**src/rtl/decode_ctrl_pipe.sv**
```systemverilog
// ID-stage control decoder for RV32I (optional M extension) with an integrated ID/EX control
// register. instr_d is decoded combinationally and the control word plus register indices are
// registered into EX one cycle later. Illegal encodings raise a held trap request.
//
// Ports:
//   clk, rst        rising-edge clock, asynchronous active-high reset
//   instr_d, pc_d   instruction and its pc from the IF/ID register
//   valid_d         instr_d is real (0 = bubble)
//   stall_e         hold EX register contents
//   flush_e         load a bubble into the EX register
//   trap_ack        trap handler accepted trap_req
//   *_e             registered EX-stage control and register indices
//   trap_req        illegal-instruction trap pending (held until trap_ack)
//   trap_pc         pc of the offending instruction
module decode_ctrl_pipe #(
   parameter int unsigned XLEN       = 32,
   parameter int unsigned ALU_CTRL_W = 4,
   parameter int unsigned ENABLE_M   = 0
) (
   input  logic                  clk,
   input  logic                  rst,
   input  logic [31:0]           instr_d,
   input  logic [XLEN-1:0]       pc_d,
   input  logic                  valid_d,
   input  logic                  stall_e,
   input  logic                  flush_e,
   input  logic                  trap_ack,
   output logic                  valid_e,
   output logic                  reg_write_e,
   output logic [1:0]            res_src_e,
   output logic                  mem_write_e,
   output logic                  jump_e,
   output logic                  branch_e,
   output logic [2:0]            funct3_e,
   output logic [ALU_CTRL_W-1:0] alu_control_e,
   output logic [1:0]            alu_src_e,
   output logic [2:0]            imm_src_e,
   output logic [4:0]            rd_e,
   output logic [4:0]            rs1_e,
   output logic [4:0]            rs2_e,
   output logic                  trap_req,
   output logic [XLEN-1:0]       trap_pc
);

   localparam logic [6:0] OpLoad   = 7'b0000011;
   localparam logic [6:0] OpImm    = 7'b0010011;
   localparam logic [6:0] OpAuipc  = 7'b0010111;
   localparam logic [6:0] OpStore  = 7'b0100011;
   localparam logic [6:0] OpOp     = 7'b0110011;
   localparam logic [6:0] OpLui    = 7'b0110111;
   localparam logic [6:0] OpBranch = 7'b1100011;
   localparam logic [6:0] OpJalr   = 7'b1100111;
   localparam logic [6:0] OpJal    = 7'b1101111;

   localparam logic [3:0] AluAdd   = 4'd0;
   localparam logic [3:0] AluSub   = 4'd1;
   localparam logic [3:0] AluAnd   = 4'd2;
   localparam logic [3:0] AluOr    = 4'd3;
   localparam logic [3:0] AluXor   = 4'd4;
   localparam logic [3:0] AluSlt   = 4'd5;
   localparam logic [3:0] AluSltu  = 4'd6;
   localparam logic [3:0] AluSll   = 4'd7;
   localparam logic [3:0] AluSrl   = 4'd8;
   localparam logic [3:0] AluSra   = 4'd9;
   localparam logic [3:0] AluPassB = 4'd10;

   localparam logic [2:0] ImmI = 3'b000;
   localparam logic [2:0] ImmS = 3'b001;
   localparam logic [2:0] ImmB = 3'b010;
   localparam logic [2:0] ImmJ = 3'b011;
   localparam logic [2:0] ImmU = 3'b100;

   localparam logic [6:0] F7Zero = 7'b0000000;
   localparam logic [6:0] F7Alt  = 7'b0100000;
   localparam logic [6:0] F7Mul  = 7'b0000001;

   typedef struct packed {
      logic       valid;
      logic       reg_write;
      logic [1:0] res_src;
      logic       mem_write;
      logic       jump;
      logic       branch;
      logic [2:0] funct3;
      logic [3:0] alu;
      logic [1:0] alu_src;
      logic [2:0] imm_src;
      logic [4:0] rd;
      logic [4:0] rs1;
      logic [4:0] rs2;
   } ex_ctrl_t;

   typedef enum logic [0:0] {StRun, StTrap} state_e;

   state_e         r_state;
   state_e         w_state_d;
   ex_ctrl_t       r_ex;
   ex_ctrl_t       w_ex_d;
   ex_ctrl_t       w_dec;
   logic           w_illegal;
   logic           r_trap_req;
   logic           w_trap_req_d;
   logic [XLEN-1:0] r_trap_pc;
   logic [XLEN-1:0] w_trap_pc_d;
   logic           w_trap_hold;
   logic           w_take_trap;

   logic [6:0] w_opcode;
   logic [2:0] w_funct3;
   logic [6:0] w_funct7;

   assign w_opcode = instr_d[6:0];
   assign w_funct3 = instr_d[14:12];
   assign w_funct7 = instr_d[31:25];

   // funct3 -> ALU op; alt selects SUB for 000 and SRA for 101
   function automatic logic [3:0] alu_of(input logic [2:0] f3, input logic alt);
      logic [3:0] op;
      case (f3)
         3'b000:  op = alt ? AluSub : AluAdd;
         3'b001:  op = AluSll;
         3'b010:  op = AluSlt;
         3'b011:  op = AluSltu;
         3'b100:  op = AluXor;
         3'b101:  op = alt ? AluSra : AluSrl;
         3'b110:  op = AluOr;
         default: op = AluAnd;
      endcase
      return op;
   endfunction

   // Combinational decode. Opcode matches include instr[1:0]=11, so compressed-looking
   // words fall through to the illegal default.
   always_comb begin
      w_dec        = '0;
      w_illegal    = 1'b0;
      w_dec.valid  = 1'b1;
      w_dec.funct3 = w_funct3;
      w_dec.rd     = instr_d[11:7];
      w_dec.rs1    = instr_d[19:15];
      w_dec.rs2    = instr_d[24:20];
      case (w_opcode)
         OpLoad: begin
            w_dec.reg_write = 1'b1;
            w_dec.res_src   = 2'b01;
            w_dec.alu_src   = 2'b01;
            w_dec.imm_src   = ImmI;
            w_dec.alu       = AluAdd;
            if (w_funct3 == 3'b011 || w_funct3 == 3'b110 || w_funct3 == 3'b111) begin
               w_illegal = 1'b1;
            end
         end
         OpImm: begin
            w_dec.reg_write = 1'b1;
            w_dec.alu_src   = 2'b01;
            w_dec.imm_src   = ImmI;
            // Only right shifts have an alternate form (srai); addi has no sub.
            w_dec.alu       = alu_of(w_funct3, (w_funct3 == 3'b101) && w_funct7[5]);
            if (w_funct3 == 3'b001 && w_funct7 != F7Zero) begin
               w_illegal = 1'b1;
            end
            if (w_funct3 == 3'b101 && w_funct7 != F7Zero && w_funct7 != F7Alt) begin
               w_illegal = 1'b1;
            end
         end
         OpAuipc: begin
            w_dec.reg_write = 1'b1;
            w_dec.alu_src   = 2'b11;
            w_dec.imm_src   = ImmU;
            w_dec.alu       = AluAdd;
         end
         OpStore: begin
            w_dec.mem_write = 1'b1;
            w_dec.alu_src   = 2'b01;
            w_dec.imm_src   = ImmS;
            w_dec.alu       = AluAdd;
            if (w_funct3 > 3'b010) begin
               w_illegal = 1'b1;
            end
         end
         OpOp: begin
            if (w_funct7 == F7Mul) begin
               if (ENABLE_M != 0) begin
                  w_dec.reg_write = 1'b1;
                  w_dec.res_src   = 2'b11;
               end else begin
                  w_illegal = 1'b1;
               end
            end else if (w_funct7 == F7Zero ||
                         (w_funct7 == F7Alt && (w_funct3 == 3'b000 || w_funct3 == 3'b101))) begin
               w_dec.reg_write = 1'b1;
               w_dec.alu       = alu_of(w_funct3, w_funct7[5]);
            end else begin
               w_illegal = 1'b1;
            end
         end
         OpLui: begin
            w_dec.reg_write = 1'b1;
            w_dec.alu_src   = 2'b01;
            w_dec.imm_src   = ImmU;
            w_dec.alu       = AluPassB;
         end
         OpBranch: begin
            w_dec.branch  = 1'b1;
            w_dec.imm_src = ImmB;
            case (w_funct3)
               3'b000, 3'b001: w_dec.alu = AluSub;
               3'b100, 3'b101: w_dec.alu = AluSlt;
               3'b110, 3'b111: w_dec.alu = AluSltu;
               default:        w_illegal = 1'b1;
            endcase
         end
         OpJalr: begin
            w_dec.jump      = 1'b1;
            w_dec.reg_write = 1'b1;
            w_dec.res_src   = 2'b10;
            w_dec.alu_src   = 2'b01;
            w_dec.imm_src   = ImmI;
            w_dec.alu       = AluAdd;
            if (w_funct3 != 3'b000) begin
               w_illegal = 1'b1;
            end
         end
         OpJal: begin
            w_dec.jump      = 1'b1;
            w_dec.reg_write = 1'b1;
            w_dec.res_src   = 2'b10;
            w_dec.imm_src   = ImmJ;
         end
         default: w_illegal = 1'b1;
      endcase
   end

   // In TRAP without an ack the EX slot is forced to a bubble; on the ack edge decode resumes.
   assign w_trap_hold = (r_state == StTrap) && !trap_ack;
   assign w_take_trap = !flush_e && !w_trap_hold && !stall_e && valid_d && w_illegal;

   // FSM state register
   always_ff @(posedge clk or posedge rst) begin
      if (rst) begin
         r_state <= StRun;
      end else begin
         r_state <= w_state_d;
      end
   end

   // FSM next state
   always_comb begin
      w_state_d = StRun;
      if (w_take_trap || w_trap_hold) begin
         w_state_d = StTrap;
      end
   end

   // FSM outputs: next EX word and trap registers
   always_comb begin
      w_ex_d       = '0;
      w_trap_req_d = 1'b0;
      w_trap_pc_d  = r_trap_pc;
      if (flush_e || w_trap_hold) begin
         w_ex_d = '0;
      end else if (stall_e) begin
         w_ex_d = r_ex;
      end else if (valid_d && !w_illegal) begin
         w_ex_d = w_dec;
      end
      if (w_take_trap) begin
         w_trap_req_d = 1'b1;
         w_trap_pc_d  = pc_d;
      end else if (w_trap_hold) begin
         w_trap_req_d = r_trap_req;
      end
   end

   always_ff @(posedge clk or posedge rst) begin
      if (rst) begin
         r_ex       <= '0;
         r_trap_req <= 1'b0;
         r_trap_pc  <= '0;
      end else begin
         r_ex       <= w_ex_d;
         r_trap_req <= w_trap_req_d;
         r_trap_pc  <= w_trap_pc_d;
      end
   end

   assign valid_e       = r_ex.valid;
   assign reg_write_e   = r_ex.reg_write;
   assign res_src_e     = r_ex.res_src;
   assign mem_write_e   = r_ex.mem_write;
   assign jump_e        = r_ex.jump;
   assign branch_e      = r_ex.branch;
   assign funct3_e      = r_ex.funct3;
   assign alu_control_e = ALU_CTRL_W'(r_ex.alu);
   assign alu_src_e     = r_ex.alu_src;
   assign imm_src_e     = r_ex.imm_src;
   assign rd_e          = r_ex.rd;
   assign rs1_e         = r_ex.rs1;
   assign rs2_e         = r_ex.rs2;
   assign trap_req      = r_trap_req;
   assign trap_pc       = r_trap_pc;

endmodule
```
**config.mk**
```make
export PLATFORM = sky130hd
export DESIGN_NAME = decode_ctrl_pipe
export DESIGN_NICKNAME = d
export VERILOG_FILES = /design/src/rtl/decode_ctrl_pipe.sv
export SDC_FILE = /design/constraint.sdc
export NUM_CORES = 1
export LEC_CHECK = 0
export ABC_AREA = 1
export CORE_ASPECT_RATIO = 2
export CORE_MARGIN = 2
export CORE_UTILIZATION = 48
export CTS_BUF_LIST = sky130_fd_sc_hd__clkbuf_8
export CTS_CLUSTER_SIZE = 20
export DETAILED_ROUTE_END_ITERATION = 6
export MAX_ROUTING_LAYER = met4
export PLACE_DENSITY = 0.95
export RECOVER_POWER = 25
export SLEW_MARGIN = 10
export SYNTH_ARGS = -nofsm -noshare
export SYNTH_HDL_FRONTEND = slang
export SYNTH_SLANG_ARGS = --single-unit
export TNS_END_PERCENT = 10
```
**constraint.sdc**
```tcl
create_clock -name clk -period 4.6 [get_ports clk]
set_input_delay 1.38 -clock clk [delete_from_list [all_inputs] [get_ports clk]]
set_output_delay 1.38 -clock clk [all_outputs]
set_load 0.02 [all_outputs]
```
==> results of run 1 <==
[cell families (layout without fill, tap and decap cells)]
kind of cell | count (synthesis) | after routing | share of synthesized area, %
AO/OA/AOI/OAI | 15 | 15 | 2.42
buffers and inverters | 40 | 177 | 6.57
flip-flops | 67 | 67 | 51.5
AND/OR/NAND/NOR | 281 | 281 | 39.5
[power by group]
group	total [mW]	internal, mW	switching (mW)	leakage (nW)
Clock	0.583	0.371	0.212	0.127
Sequential	0.682	0.645	0.0369	0.884
Combinational	0.379	0.181	0.198	1.37
Total	1.64	1.20	0.447	2.38
[worst paths after layout]
check / end / slack [ps] / depth (start not counted)
hold / removal: trap_pc[14]$_DFFE_PP0P_ / 470 / 2
min in group asynchronous: trap_pc[21]$_DFFE_PP0P_ / 1710 / 2
max in group asynchronous: trap_pc[7]$_DFFE_PP0P_ / 1070 / 3
setup / recovery: trap_pc[13]$_DFFE_PP0P_ / 1030 / 12
setup reg to reg: trap_pc[13]$_DFFE_PP0P_ / 2650 / 6
hold reg to reg: trap_pc[14]$_DFFE_PP0P_ / 470 / 2
[sequential cells by signal (all words and copies together) (netlist names), 2 cells and up]
| name | count |
|---|---|
| trap_pc | 32 |
| alu_control_e | 4 |
| rs2_e | 5 |
| funct3_e | 3 |
| alu_src_e | 2 |
| imm_src_e | 3 |
| rs1_e | 5 |
| rd_e | 5 |
| res_src_e | 2 |
[per-stage QoR]
stage / total power, mW / instance area [um^2] / worst slack [ps] / cells
floorplan: 0.860 / 3260 / 1540 / 403
global placement: 1.05 / 4640 / 822 / 612
detailed placement: 1.07 / 4640 / 726 / 612
CTS: 1.66 / 4880 / 1060 / 628
global route: 1.71 / 4880 / 636 / 628
finish: 1.64 / 4880 / 1030 / 628
[cells in the final DEF (no fill, tap or decap), drive strengths merged]
master	n
nand4	6
clkbuf	12
nand3b	1
or2	1
nand2	165
buf	2
dfrtp	67
a21oi	4
bufinv	3
a31oi	1
clkinv	2
clkdlybuf4s50	135
nor2	33
inv	22
o211ai	1
o21ai	9
dlygate4sd3	1
nand3	72
nor3	3
[area by class of cell]
| cell class | count | area [um^2] | share of cell area, % |
|---|---|---|---|
| clock inverter | 6 | 104 | 2.13 |
| multi-input combinational | 296 | 1370 | 28.2 |
| sequential | 67 | 1680 | 34.4 |
| clock buffer | 10 | 138 | 2.82 |
| inverter | 21 | 78.8 | 1.62 |
| tap | 88 | 110 | 2.26 |
| timing repair buffer | 140 | 1400 | 28.6 |
[layer usage]
layer | global-route usage (%) | up-vias | routed length [um]
met5 | - | - | 0
met4 | 17.9 | 0 | 597
met3 | 5.95 | 41 | 435
met2 | 51.6 | 137 | 5540
met1 | 27.4 | 1555 | 3400
li1 | - | 1555 | -
[tightest hold or removal path, delay by kind of cell (launching register included)]
family / cells / cell delay [ps]
DFF: 1 / 340
and+or+nand+nor: 2 / 100
==> results.cfg, run 1 <==
[status]
result_of_the_run = finished, final reports clean

[sta]
finalSetupViolCount = 0
tns_ps = 0
timing.final.crit_period_ps = 3570
grt_setup_unrepaired = no
final.setup_skew_ps = 9.38
max_freq_ghz = 0.280
timing_max_transition_violations_final = 0
worstMarginPinSlew_ps = 1390
max_slew_headroom_at_the_worst_pin_pct = 7.64
worst_hold_slack_ps = 471
timing.final.crit_share_pct = 77.6
report.final.hold_viol_count = 0

[critical_path]
crit_path_end_kind = flop
reg2reg_from = r_state$_DFF_PP0_
critical_path_class = in -> reg
critical_path_arrival_ps = 3790
timing.critical_path.max_delay_family = simple AND/OR/NAND/NOR gates
critPathMostFrequentCell = sky130_fd_sc_hd__nand2_1
start_kind = input port
worstPathRequired_ps = 4820
timing.critical_path.slowest_cell_delay_ps = 640
critical_path.startpoint = instr_d[14]
critical_path.cell_chain = clkdlybuf4s50_1 > inv_1 > nand2_1 > nand2_1 > nand2_1 > nand2_2 > nor3_4 > inv_2 > nand2_4 > nand2_8 > nand2_1 > nand2_1
cp_slowest_cell = sky130_fd_sc_hd__clkdlybuf4s50_1
timing.critical_path.fanout_max = 34
timing.critical_path.buf_inv = 3

[clocking]
cts_resized = 0
ctsLongestPathBuffers = 2
clk_pin_slew_ps = 60
cts_sinks = 67
clock_insertion_delay_worst_skew_ps = 340
cts_tree = yes
ctsRootBufferMaster = sky130_fd_sc_hd__clkbuf_8
postCtsSetupBuffers = 0
hold_buffers = 0
cts_max_level = 3
numCtsBuffers = 9

[synth]
synth_area_um2 = 3260
synth_nets = 473
synth_common_cells = sky130_fd_sc_hd__nand2_1 (147), sky130_fd_sc_hd__nand3_1 (70), sky130_fd_sc_hd__dfrtp_1 (67), sky130_fd_sc_hd__nor2_1 (26), sky130_fd_sc_hd__inv_1 (17)
synth_ff_type = sky130_fd_sc_hd__dfrtp_1
avgSynthCellArea_um2 = 8.08
netlist.area_leader.share_pct = 51.5
synth_edf_count = 0
post_synth_main_area_contributors = sky130_fd_sc_hd__dfrtp_1 (51%), sky130_fd_sc_hd__nand2_1 (17%), sky130_fd_sc_hd__nand3_1 (11%)
ys_seq_area_share_pct = 51.5
synth-async-reset-ratio_pct = 100
post_synth_num_cell_types = 26
total_number_of_yosys_warnings = 0
synth.ff_latch_count = 67
synthesis.instances = 403
synth_area_leader_cell = sky130_fd_sc_hd__dfrtp_1
synthMostInstantiatedCell = sky130_fd_sc_hd__nand2_1

[floorplanning]
die_h_um = 120
design.core.area_um2 = 6570
io_pins = 137
die_area_um2 = 7500
rows = 42
starting_utilization_of_the_core_area_pct = 49.6
chip_width_um = 62.2

[place]
hpwl_um = 7490
io_buffer_count = 136
place.gp.congestion = 0.937

[route]
drcViolationCount = 0
drt-pass1-iter-count = 4
detailroute.via_count = 3288
ant_nets = 0
viasPerCell = 5.24
postRouteWirelength_um = 9980
detail_route.iter0.violations = 202
wire_per_inst_um = 15.9

[grt]
first_global_vias = 3397
largest_net_degree_at_the_start_of_global_routing = 35
number_of_antenna_violations_at_the_first_check_in_global_routing = 0
global_route.overflow_total = 0
globalRouteTotalUtil_pct = 28.6
wire_length_of_the_first_global_routing_pass_um = 16300

[final_layout]
post_route_cells_drive_above_1_share_pct = 9.44
layout_filler_cell_count = 459
num-nets-final = 605
area_growth_pct = 49.8
n_diodes = 0
final_core_utilization_pct = 74.2

[min_path]
min-delay-path-class = reg -> reg
timing.hold.worst.start = trap_pc[14]$_DFFE_PP0P_

[power_and_ir_drop]
leakage_nw = 2.38
cellPowerDensity_nw_per_um2 = 337
max-vdd-ir-drop_mv = 0.196

[run]
cap_viol_max_count = 0
Power figures use the tool's default switching activity.
==> run 2: changes to the inputs <==
CORE_UTILIZATION = 40   (was 48)
PLACE_DENSITY = 0.87   (was 0.95)
clock period = 3.1 ns   (was 4.6 ns; I/O delays follow)
==> run 2 against run 1 <==
Sequential power is 48% higher. Global-route usage is 5.1 points lower. Clock power is 7.5% higher. Final cell count is 2.2% higher. Design area is 0.49% higher. Via count is 1.6% lower. Sequential cell count stayed put. First-iteration DRC count is 23% lower. Sequential share of layout area is 0.17 points lower. Register-to-register slack worse by 1300 ps. Non-clock buffer count is 6 higher. Wire length is 2.5% lower.
==> results.cfg, run 2 (synthesis gave the netlist of run 1 again) <==
[critical_path]
worstPathRequired_ps = 3310
start_kind = input port
critical_path_arrival_ps = 2880
critical_path_class = in -> reg
timing.critical_path.fanout_max = 34
crit_path_end_kind = flop

[floorplanning]
design.core.area_um2 = 7940
die_area_um2 = 8920
chip_width_um = 67.8
die_h_um = 132
rows = 46
starting_utilization_of_the_core_area_pct = 41.0
io_pins = 137

[grt]
globalRouteTotalUtil_pct = 23.5
number_of_antenna_violations_at_the_first_check_in_global_routing = 0
largest_net_degree_at_the_start_of_global_routing = 36
global_route.overflow_total = 0
first_global_vias = 3359
wire_length_of_the_first_global_routing_pass_um = 15500

[route]
dr.max_layer_used = met4
wire_per_inst_um = 15.2
viasPerCell = 5.04
wirelength_met1_um = 3430
detail_route.iter0.violations = 156
drt-pass1-iter-count = 4
postRouteWirelength_um = 9730
routed_length_on_met2_um = 5420
ant_nets = 0
drcViolationCount = 0
met3WireLength_um = 407
detailroute.via_count = 3236

[clocking]
numCtsBuffers = 9
cts_sinks = 67
cts_tree = yes
clock_insertion_delay_worst_skew_ps = 340
hold_buffers = 0
clk_pin_slew_ps = 70
ctsRootBufferMaster = sky130_fd_sc_hd__clkbuf_8
ctsLongestPathBuffers = 2
cts_resized = 0
cts_max_level = 3
postCtsSetupBuffers = 0

[final_layout]
layout_commonest_cell = sky130_fd_sc_hd__nand2_1
register_area_um2 = 1680
layout.cells.most_common_list = sky130_fd_sc_hd__nand2_1 (147), sky130_fd_sc_hd__clkdlybuf4s50_1 (135), sky130_fd_sc_hd__nand3_1 (70)
post_route_cells_drive_above_1_share_pct = 10.1
layout_filler_cell_count = 719
area_growth_pct = 50.5
final_core_utilization_pct = 61.7
multi_input_area_um2 = 1370
num-nets-final = 611
n_diodes = 0
largest_reg_flops = 32

[sta]
timing.final.crit_share_pct = 86.1
worst_slack_ps = 431
grt_setup_unrepaired = no
max_freq_ghz = 0.375
tns_ps = 0
finalSetupViolCount = 0
timing_max_transition_violations_final = 0
worstMarginPinSlew_ps = 1360
final.setup_skew_ps = 5.10
max_slew_headroom_at_the_worst_pin_pct = 9.56
report.final.hold_viol_count = 0
timing.final.crit_period_ps = 2670

[place]
pre_cts_setup_slack_ps = 85.7
hpwl_um = 7660
io_buffer_count = 136
place.gp.congestion = 0.970

[power_and_ir_drop]
max-vdd-ir-drop_mv = 0.193
leakage_nw = 2.40
cellPowerDensity_nw_per_um2 = 450

[status]
result_of_the_run = finished, final reports clean

[min_path]
min-delay-path-class = reg -> reg

[run]
cap_viol_max_count = 0
## run 2: cell types whose count changed in the layout (fill, tap and decap cells not counted), sizes merged
cell,change
buf,+6
bufinv,-3
clkbuf,+1
inv,+2
## run 2: critical path, stage by stage
cell and delay, ps:
sky130_fd_sc_hd__clkdlybuf4s50_1 550, sky130_fd_sc_hd__inv_2 80, sky130_fd_sc_hd__nor2_1 230, sky130_fd_sc_hd__nand3_1 160, sky130_fd_sc_hd__nand2_1 100, sky130_fd_sc_hd__nor2_1 70
sky130_fd_sc_hd__nand2_2 80, sky130_fd_sc_hd__nand2_2 70, sky130_fd_sc_hd__nor2_4 110, sky130_fd_sc_hd__nand2_4 140, sky130_fd_sc_hd__nand2_8 230, sky130_fd_sc_hd__nand2_1 100
## run 2: layout make-up
cell class	count	share of cell area (%)
Clock buffer	11	3.09
Clock inverter	5	0.434
Inverter	21	1.61
Multi-Input combinational cell	296	28.0
Sequential cell	67	34.2
Tap cell	96	2.45
Timing Repair Buffer	146	30.2
## run 2: stage by stage
stage                     power [mW]  hold WS [ps]  instance area [um^2]  std cells
after floorplan                 1.28           471                  3260        403
after global placement          1.58           454                  4740        626
after CTS                       2.23           475                  4910        642
final                           2.20           474                  4900        642
after detailed placement        1.60           459                  4740        626
after global routing            2.30           494                  4900        642
## run 2: final timing paths
check	from	endpoint	slack, ps	cells after the start
max	instr_d[4]	r_state$_DFF_PP0_	430	12
min	trap_pc[8]$_DFFE_PP0P_	trap_pc[8]$_DFFE_PP0P_	470	2
max reg2reg	r_state$_DFF_PP0_	funct3_e[2]$_DFFE_PP0P_	1350	6
min reg2reg	trap_pc[8]$_DFFE_PP0P_	trap_pc[8]$_DFFE_PP0P_	470	2
max in group asynchronous	rst	trap_pc[20]$_DFFE_PP0P_	860	3
min in group asynchronous	rst	rs1_e[2]$_DFFE_PP0P_	1420	2
## run 2: power breakdown
group | switching [mW] | leakage, nW | internal (mW)
logic | 0.287 | 1.41 | 0.277
clock network | 0.305 | 0.103 | 0.322
registers | 0.0559 | 0.884 | 0.958
total | 0.647 | 2.40 | 1.56
## run 2: per-layer routing
layer / up-vias / global-route usage, %
met4: 0 / 14.0
met5: - / -
li1: 1559 / -
met2: 113 / 40.6
met1: 1528 / 23.5
met3: 36 / 3.94
